## config.mk

```make
export PLATFORM = sky130hd
export DESIGN_NAME = panel_axis_tracker
export DESIGN_NICKNAME = d
export VERILOG_FILES = /design/src/rtl/panel_tracker_pkg.sv /design/src/rtl/panel_axis_tracker_axis_slew.sv /design/src/rtl/panel_axis_tracker.sv
export SDC_FILE = /design/constraint.sdc
export NUM_CORES = 1
export LEC_CHECK = 0
export BUFFER_PORTS_ARGS = -buffer_cell sky130_fd_sc_hd__buf_2
export CORE_ASPECT_RATIO = 2
export CORE_UTILIZATION = 56
export DETAILED_ROUTE_END_ITERATION = 12
export PLACE_DENSITY = 0.85
export SYNTH_ARGS = -nofsm -noshare
export SYNTH_HDL_FRONTEND = slang
export SYNTH_HIERARCHICAL = 1
export SYNTH_SLANG_ARGS = --single-unit
```

## constraint.sdc

```tcl
create_clock -name clk -period 4.1 [get_ports clk]
set_input_delay 0.41 -clock clk [delete_from_list [all_inputs] [get_ports clk]]
set_output_delay 0.41 -clock clk [all_outputs]
set_load 0.05 [all_outputs]
```

## src/rtl/panel_tracker_pkg.sv

```systemverilog
// Shared types for the panel axis tracker: FSM states, angle type, deviation helper.
package panel_tracker_pkg;

  localparam int ANGLE_W_DFLT = 8;

  typedef logic [ANGLE_W_DFLT-1:0] angle_t;

  typedef enum logic [2:0] {
    IDLE,
    SEARCH,
    SETTLE,
    COMPARE,
    MOVE,
    DONE
  } state_t;

  // Unsigned distance without wrap; callers zero-extend angles up to 32 bits.
  function automatic logic [31:0] abs_diff(input logic [31:0] a, input logic [31:0] b);
    return (a > b) ? (a - b) : (b - a);
  endfunction

endpackage

```

## src/rtl/panel_axis_tracker_axis_slew.sv

```systemverilog
// One panel axis: angle register plus direct-load or slew-limited approach.
// PANEL_SLEW_LIMIT_EN selects slew limiting (MAX_STEP per cycle); default is direct load.
module axis_slew #(
  parameter int ANGLE_W  = 8,
  parameter int MAX_STEP = 4
) (
  input  logic               clk,
  input  logic               rst_n,
  input  logic               load,
  input  logic               enable,
  input  logic [ANGLE_W-1:0] target,
  output logic [ANGLE_W-1:0] angle,
  output logic               at_target
);

  if (MAX_STEP < 1) begin : g_bad_step
    $error("axis_slew: MAX_STEP must be at least 1");
  end

`ifdef PANEL_SLEW_LIMIT_EN
  localparam logic [ANGLE_W-1:0] STEP = ANGLE_W'(MAX_STEP);

  logic [ANGLE_W-1:0] remaining;
  logic [ANGLE_W-1:0] step;

  // NOTE: every always_comb output gets a value on every path, so no latch is inferred.
  always_comb begin
    remaining = (target > angle) ? (target - angle) : (angle - target);
    step      = (remaining > STEP) ? STEP : remaining;
    // at_target means "equals the target once this cycle's step lands".
    at_target = (load && enable) ? (remaining <= STEP) : (remaining == '0);
  end

  // NOTE: sequential state uses non-blocking assignments only.
  always_ff @(posedge clk) begin
    if (!rst_n) begin
      angle <= '0;
    end else if (load && enable) begin
      angle <= (target > angle) ? (angle + step) : (angle - step);
    end
  end
`else
  always_comb begin
    at_target = (load && enable) || (angle == target);
  end

  always_ff @(posedge clk) begin
    if (!rst_n) begin
      angle <= '0;
    end else if (load && enable) begin
      angle <= target;
    end
  end
`endif

endmodule

```

## src/rtl/panel_axis_tracker.sv

```systemverilog
// Periodic light-search sequencer committing per-axis angles past a hysteresis threshold.
// PANEL_SLEW_LIMIT_EN enables slew-limited movement in the axis_slew instances.
module panel_axis_tracker
  import panel_tracker_pkg::*;
#(
  parameter int NUM_AXES       = 2,
  parameter int ANGLE_W        = 8,
  parameter int THRESHOLD      = 10,
  parameter int PERIOD_CYCLES  = 6000,
  parameter int SETTLE_CYCLES  = 5,
  parameter int TIMEOUT_CYCLES = 1000,
  parameter int MAX_STEP       = 4
) (
  input  logic                        clk,
  input  logic                        rst_n,
  input  logic                        force_update,
  output logic                        search_req,
  input  logic                        search_done,
  input  logic [NUM_AXES*ANGLE_W-1:0] target_angle,
  output logic [NUM_AXES*ANGLE_W-1:0] panel_angle,
  output logic [NUM_AXES-1:0]         axis_moved,
  output logic                        update_pulse,
  output logic                        busy,
  output logic                        timeout_err
);

  localparam int PW = $clog2(PERIOD_CYCLES + 1);
  localparam int TW = $clog2(TIMEOUT_CYCLES + 1);
  localparam int SW = $clog2(SETTLE_CYCLES + 1);

  localparam logic [PW-1:0] PERIOD_LAST  = PW'(PERIOD_CYCLES - 1);
  localparam logic [TW-1:0] TIMEOUT_LAST = TW'(TIMEOUT_CYCLES - 1);
  localparam logic [SW-1:0] SETTLE_LAST  = SW'(SETTLE_CYCLES - 1);

  state_t                      state;
  logic [PW-1:0]               period_cnt;
  logic [TW-1:0]               timeout_cnt;
  logic [SW-1:0]               settle_cnt;
  logic                        pending;
  logic [NUM_AXES*ANGLE_W-1:0] target_q;
  logic [NUM_AXES-1:0]         move_en;
  logic [NUM_AXES-1:0]         move_en_q;
  logic [NUM_AXES-1:0]         at_target;
  logic                        load;

  assign load = (state == MOVE);

  for (genvar i = 0; i < NUM_AXES; i++) begin : g_axis
    logic [31:0] diff;

    assign diff       = abs_diff(32'(target_q[i*ANGLE_W +: ANGLE_W]),
                                 32'(panel_angle[i*ANGLE_W +: ANGLE_W]));
    assign move_en[i] = (diff >= 32'(THRESHOLD)) && (diff != '0);

    axis_slew #(
      .ANGLE_W  (ANGLE_W),
      .MAX_STEP (MAX_STEP)
    ) u_axis (
      .clk       (clk),
      .rst_n     (rst_n),
      .load      (load),
      .enable    (move_en_q[i]),
      .target    (target_q[i*ANGLE_W +: ANGLE_W]),
      .angle     (panel_angle[i*ANGLE_W +: ANGLE_W]),
      .at_target (at_target[i])
    );
  end

  always_ff @(posedge clk) begin
    if (!rst_n) begin
      // NOTE: target_q is a plain register bank, so it is reset along with the FSM.
      state        <= IDLE;
      period_cnt   <= '0;
      timeout_cnt  <= '0;
      settle_cnt   <= '0;
      pending      <= 1'b0;
      target_q     <= '0;
      move_en_q    <= '0;
      axis_moved   <= '0;
      search_req   <= 1'b0;
      update_pulse <= 1'b0;
      busy         <= 1'b0;
      timeout_err  <= 1'b0;
    end else begin
      update_pulse <= 1'b0;
      // Requests arriving mid-cycle collapse into one, served on return to IDLE.
      if (force_update && state != IDLE) pending <= 1'b1;

      case (state)
        IDLE: begin
          if (force_update || pending || period_cnt == PERIOD_LAST) begin
            state       <= SEARCH;
            period_cnt  <= '0;
            timeout_cnt <= '0;
            pending     <= 1'b0;
            search_req  <= 1'b1;
            busy        <= 1'b1;
          end else begin
            period_cnt <= period_cnt + PW'(1);
          end
        end

        SEARCH: begin
          if (search_done) begin
            state       <= SETTLE;
            settle_cnt  <= '0;
            search_req  <= 1'b0;
            timeout_err <= 1'b0;
          end else if (timeout_cnt == TIMEOUT_LAST) begin
            state       <= IDLE;
            search_req  <= 1'b0;
            busy        <= 1'b0;
            timeout_err <= 1'b1;
          end else begin
            timeout_cnt <= timeout_cnt + TW'(1);
          end
        end

        SETTLE: begin
          if (settle_cnt == SETTLE_LAST) begin
            target_q <= target_angle;
            state    <= COMPARE;
          end else begin
            settle_cnt <= settle_cnt + SW'(1);
          end
        end

        COMPARE: begin
          axis_moved <= move_en;
          move_en_q  <= move_en;
          if (|move_en) begin
            state <= MOVE;
          end else begin
            state        <= DONE;
            update_pulse <= 1'b1;
          end
        end

        MOVE: begin
          if (&(at_target | ~move_en_q)) begin
            state        <= DONE;
            update_pulse <= 1'b1;
          end
        end

        DONE: begin
          state <= IDLE;
          busy  <= 1'b0;
        end

        default: begin
          state      <= IDLE;
          search_req <= 1'b0;
          busy       <= 1'b0;
        end
      endcase
    end
  end

endmodule

```

After elaboration in Yosys (flattened, before gate mapping)

Index checks and enable logic that the tools add are counted.

Add/sub/neg operators: 7
$mul: 0
Div/mod/pow operators: 0
Magnitude comparators: 4
Equal/unequal tests: 19
Shifts and indexed selects: 0
Mux-type cells: 31
Bitwise gates (word level): 4
Reduce and logical (&&, ||, !) cells: 27

Operators with widths:

| kind                                                  | count |
|---|---|
| >= comparator 32 x 4 -> 1 bit (second input constant) | 2 |
| two-way mux 32 bit                                    | 2 |
| nonzero test 32 bit                                   | 2 |
| subtractor 8 x 8 -> 9 bit                             | 4 |
| two-way mux 10 bit                                    | 3 |
| two-way mux 3 bit                                     | 7 |
| case mux 10 bit (2 select lines)                      | 1 |
| equality test 8 bit                                   | 2 |
| greater-than comparator 8 bit                         | 2 |
| != test 2 bit (second input constant)                 | 8 |
| case mux 3 bit (5 select lines)                       | 1 |
| adder 13 x 1 -> 13 bit (second input constant)        | 1 |
| equality test 13 bit (second input constant)          | 1 |
| two-way mux 13 bit                                    | 1 |
| two-way mux 1 bit                                     | 12 |
| AND reduction 4 bit                                   | 3 |
| adder 10 x 1 -> 10 bit (second input constant)        | 1 |
| equality test 10 bit (second input constant)          | 1 |
| equality test 3 bit (second input constant)           | 3 |
| equality test 3 x 2 -> 1 bit (second input constant)  | 2 |
| case mux 1 bit (3 select lines)                       | 2 |
| case mux 3 bit (2 select lines)                       | 1 |
| AND reduction 2 bit                                   | 3 |
| AND reduction 3 bit                                   | 2 |
| other kinds (15)                                      | 25 |

Bits in registers: 68
Latch bits: 0
Bits in writable memories: 0
Memory bits (read-only): 0
Bits of input ports: 20
Output and inout port bits: 22
Logic and storage cells: 105
Memories kept: 0

Logic depth before layout (Yosys ltp)

Depth in word-level cells: 7
Depth in mapped cells: 12
Mapped depth without buffers: 12

Cells and area by module

The synthesis kept the hierarchy.

Modules (own cells, without submodules):

| module             | times used | cells each | area an instance (sq um) | sequential area each (sq um) |
|---|---|---|---|---|
| panel_axis_tracker | 1          | 531        | 4040.1                   | 1041.0 |
| axis_slew          | 2          | 46         | 450.4                    | 160.2 |

Least setup slack after synthesis

No wires, ideal clock.

Path kind: register to register
Start point: reg g_axis[0].u_axis.angle[3]
End point: reg update_pulse
Library setup time: 76 ps
Arrival: 2743 ps
Required time: 4024 ps
Slack: 1281 ps
Cell stages (with the launch flop): 11
Path buffers: 1
Period minus slack after synthesis: 2819 ps
Cell sequence: dfxtp_1 > inv_1 > ha_1 > clkbuf_1 > nand3_1 > and4b_1 > a2111oi_0 > o2111ai_1 > a211oi_1 > o21ai_0 > a21boi_0

Longest elaborated chain between the ends: 7
Elaborated cells between the ends (all ways): 15
Classes of those cells: 2 x add/sub; 2 x order compare; 1 x eq/ne; 4 x mux; 1 x bitwise; 5 x reduce/logical

Ends and longest elaborated chain:

| item                                                                       | line                               | RTL |
|---|---|---|
| from (decl)                                                                | panel_axis_tracker_axis_slew.sv:12 | `output logic [ANGLE_W-1:0] angle,` |
| from (signal assigned)                                                     | panel_axis_tracker_axis_slew.sv:51 | `angle <= target;` |
| subtractor 8 x 8 -> 9 bit or greater-than comparator 8 bit (tied branches) | panel_tracker_pkg.sv:19            | `return (a > b) ? (a - b) : (b - a);` |
| two-way mux 32 bit                                                         | panel_tracker_pkg.sv:19            |  |
| >= comparator 32 x 4 -> 1 bit or nonzero test 32 bit (tied branches)       | panel_axis_tracker.sv:53           | `assign move_en[i] = (diff >= 32'(THRESHOLD)) && (diff != '0);` |
| logical AND 1 bit                                                          | panel_axis_tracker.sv:53           |  |
| OR reduction 2 bit                                                         | panel_axis_tracker.sv:131          | `if (\|move_en) begin` |
| two-way mux 1 bit                                                          | panel_axis_tracker.sv:131          |  |
| case mux 1 bit (2 select lines) (*)                                        | panel_axis_tracker.sv:89           | `case (state)` |
| to (signal assigned)                                                       | panel_axis_tracker.sv:85           | `update_pulse <= 1'b0;` |
| to (signal assigned)                                                       | panel_axis_tracker.sv:135          | `update_pulse <= 1'b1;` |
| to (signal assigned)                                                       | panel_axis_tracker.sv:142          | `update_pulse <= 1'b1;` |
| to (decl)                                                                  | panel_axis_tracker.sv:22           | `output logic update_pulse,` |

Every way passes the cells marked *; elsewhere a longest branch is shown, timed or not.
A chain may end at the register's enable or synchronous reset.

Worst setup path in the final report

Start point: reg g_axis[1].u_axis.angle[0]
End point: reg update_pulse

Longest elaborated chain between the ends: 7
Elaborated cells between the ends (all ways): 15
Classes of those cells: 2 x add/sub; 2 x order compare; 1 x eq/ne; 4 x mux; 1 x bitwise; 5 x reduce/logical

Ends and longest elaborated chain:

| item                                                                       | line |
|---|---|
| from (decl)                                                                | panel_axis_tracker_axis_slew.sv:12 |
| from (signal assigned)                                                     | panel_axis_tracker_axis_slew.sv:51 |
| subtractor 8 x 8 -> 9 bit or greater-than comparator 8 bit (tied branches) | panel_tracker_pkg.sv:19 |
| two-way mux 32 bit                                                         | panel_tracker_pkg.sv:19 |
| >= comparator 32 x 4 -> 1 bit or nonzero test 32 bit (tied branches)       | panel_axis_tracker.sv:53 |
| logical AND 1 bit                                                          | panel_axis_tracker.sv:53 |
| OR reduction 2 bit                                                         | panel_axis_tracker.sv:131 |
| two-way mux 1 bit                                                          | panel_axis_tracker.sv:131 |
| case mux 1 bit (2 select lines) (*)                                        | panel_axis_tracker.sv:89 |

Marked as above.

==> summary.txt <==
Layout
  • Final Util: 63.3%
  • Non-Filler Instances: around 750
  • Area grow syn2layout: 10.1%
  • Share of cells above drive strength 1: 13.0%
  • Ant diodes: 0
  • Nets: ~710

Clock tree
  • Clock-pin slew on the worst setup and hold paths: roughly 0.050 ns
  • CTS Buf Count: 9
  • Clock tree from TritonCTS: done
  • CTS Root Cell: clkbuf_16
  • CTS Sinks: between 60 and 70
  • Worst-skew pair later-pin latency: between 0.3 and 0.4 ns
  • Post-CTS setup buffer count: 0
  • Clock tree buffer depth: 2
  • H-tree depth: 3
  • Post-CTS sizing: 0
  • Hold Buf Count CTS: 0

Setup path
  • CP Launch Type: register
  • WS Path Type: register to register
  • CP Capture Type: register
  • Crit path DAT: about 3.3 ns
  • CP max FO: 5
  • CP required: between 4 and 5 ns

Floorplanning
  • Core box area: ~0.0086 mm2
  • I/O pins: 42
  • Rows: 48
  • Die Wd: between 60 and 70 um
  • Die area: roughly 0.0092 mm2
  • Initial Utilization: approximately 58%
  • Die Y: about 130 um

Synthesis
  • Area leader, netlist: dfxtp_1
  • Post-synthesis net count: just under 700
  • Ys async rst share: 0%
  • Sequential fraction of the synthesis area: about 28%
  • Number of synthesized flops with an enable pin: 0
  • Synth top cells by count: nand2_1, dfxtp_1, inv_1
  • Yosys warning count: 6
  • Ys flop type: dfxtp_1
  • Synth top area cells: dfxtp_1, ha_1, nand2_1
  • Post-synth top area share: between 20% and 30%
  • Most common cell in the synthesized netlist: nand2_1
  • FF+latch count, synth: 68
  • Cell area after synthesis: 0.00494 mm2
  • Post-Syn Instances: about 620
  • Mean post-synth cell area: about 8 um2
  • Count of cell types in the netlist: between 60 and 70

Placement
  • Port Buffers: ~40
  • Gp weighted congestion: roughly 0.96
  • Detailed Place HPWL: 9170 um
  • Pre-CTS setup slack: ~1.1 ns
  • Placed Cells: 736

Power and ir drop
  • Leakage: between 2 and 2.5 nW
  • PD cells: 304 mW/mm2
  • Tot Pwr: between 0.0015 and 0.002 W
  • Peak VDD IR: 409 uV

Timing
  • Slew headroom: 28.5%
  • Tmin final: slightly above 3 ns
  • Tcrit/Tclk final: 74.8%
  • Final setup violation count: 0
  • Sum Neg Setup Slack: 0 ns
  • FMAX: around 330 MHz
  • RSZ-0062 raised after global routing: false
  • Final Slew Violations: 0
  • Final Skew: about 0.0053 ns
  • Worst-margin pin slew: between 1 and 1.5 ns
  • Endpoints failing hold: 0
  • Worst Slack Setup Final: a little over 1 ns

Global routing
  • Gr usage total: 28.7%
  • Initial antenna violation count: 0
  • First-pass GRT wire length: 20300 um
  • Largest net degree at the start of global routing: 58
  • Vias in the first global route: 4572
  • Global route overflow: 0

Run
  • Number of max-cap violations: 0

Routing
  • DRT iter0 DRCs: about 260
  • Remaining DRCs: 0
  • Via count: between 4000 and 5000
  • Via density: 6.20
  • Post-Route WL: between 10000 and 15000 um
  • DR pass1 iterations: 5
  • Post-route ant nets: 0
  • Avg WL per Cell: 16.6 um

Run status
  • Outcome: finished clean

Min path
  • Worst Hold Class: input pin to register
registers in the layout, indices dropped and copies added, names as in the netlist:
name / count
pending: 1
settle_cnt: 3
timeout_err: 1
g_axis.u_axis/angle: 16
target_q: 16
search_req: 1
state: 3
update_pulse: 1
busy: 1
move_en_q: 2
timeout_cnt: 10
period_cnt: 13
power breakdown:
group          internal (W)  switching [W]
registers          0.000677      0.0000233
clock network      0.000501       0.000280
logic             0.0000619       0.000109
total               0.00124       0.000412
cell families after synthesis:
group | Yosys count | synth area share, %
AOI/OAI and AO/OA | 169 | 25.2
DFF | 68 | 27.6
adders and majority gates | 40 | 10.7
and+or+nand+nor | 233 | 23.9
muxes | 3 | 0.608
xor gates and xnor gates | 30 | 5.32
buffers and inverters | 80 | 6.76
cell usage in the layout (no fill, tap or decap), types with 6 or more instances in the layout:
cell type	n
nand2_1	74
dfxtp_1	68
inv_1	51
nor2_1	42
buf_2	41
ha_1	36
nand3_1	32
o21ai_0	30
a21boi_0	23
a21oi_1	23
xnor2_1	20
a21boi_2	16
nor2b_1	15
and3_1	15
nand4_1	13
xor2_1	10
nor3_1	9
clkbuf_16	9
nand2b_1	8
a31oi_1	8
a21o_1	7
o21a_1	6
metrics by stage:
step	cell area, um2	hold WS (ns)
after floorplan	4940	0.469
after CTS	5440	0.326
after global placement	5140	0.457
after global routing	5440	0.339
final	5440	0.326
after detailed placement	5140	0.458
routing by layer:
metal / routed length [um] / track usage (%)
met1: 4740 / 29.3
met2: 6780 / 50.9
met3: 456 / 7.35
met4: 493 / 15.2
met5: 0 / 0
final timing paths:
| kind | startpoint | endpoint | slack [ns] | cells after the start |
|---|---|---|---|---|
| min | target_angle[6] | target_q[6] | 0.33 | 3 |
| min reg2reg | timeout_err | timeout_err | 0.48 | 2 |
| max reg2reg | g_axis[1].u_axis/angle[0] | update_pulse | 1.03 | 11 |
| max | g_axis[1].u_axis/angle[0] | update_pulse | 1.03 | 11 |
final cells by class:
type / instances / area (um2)
clock buffer: 12 / 256
sequential: 68 / 1360
multi-input combinational: 475 / 3250
fill: 703 / 3150
timing repair buffer: 42 / 213
clock inverter: 4 / 47.5
tap: 100 / 125
inverter: 51 / 191
critical path, cell delays in order, from the launching register on:
cell,delay (ns)
dfxtp_1,0.43
ha_1,0.20
inv_1,0.06
fa_1,0.40
xor2_1,0.17
nor2_1,0.17
o311ai_0,0.15
nor4_1,0.47
nand3b_1,0.13
a32oi_1,0.36
o21ai_0,0.22
a21boi_0,0.20
(Power assumes the default switching activity.)
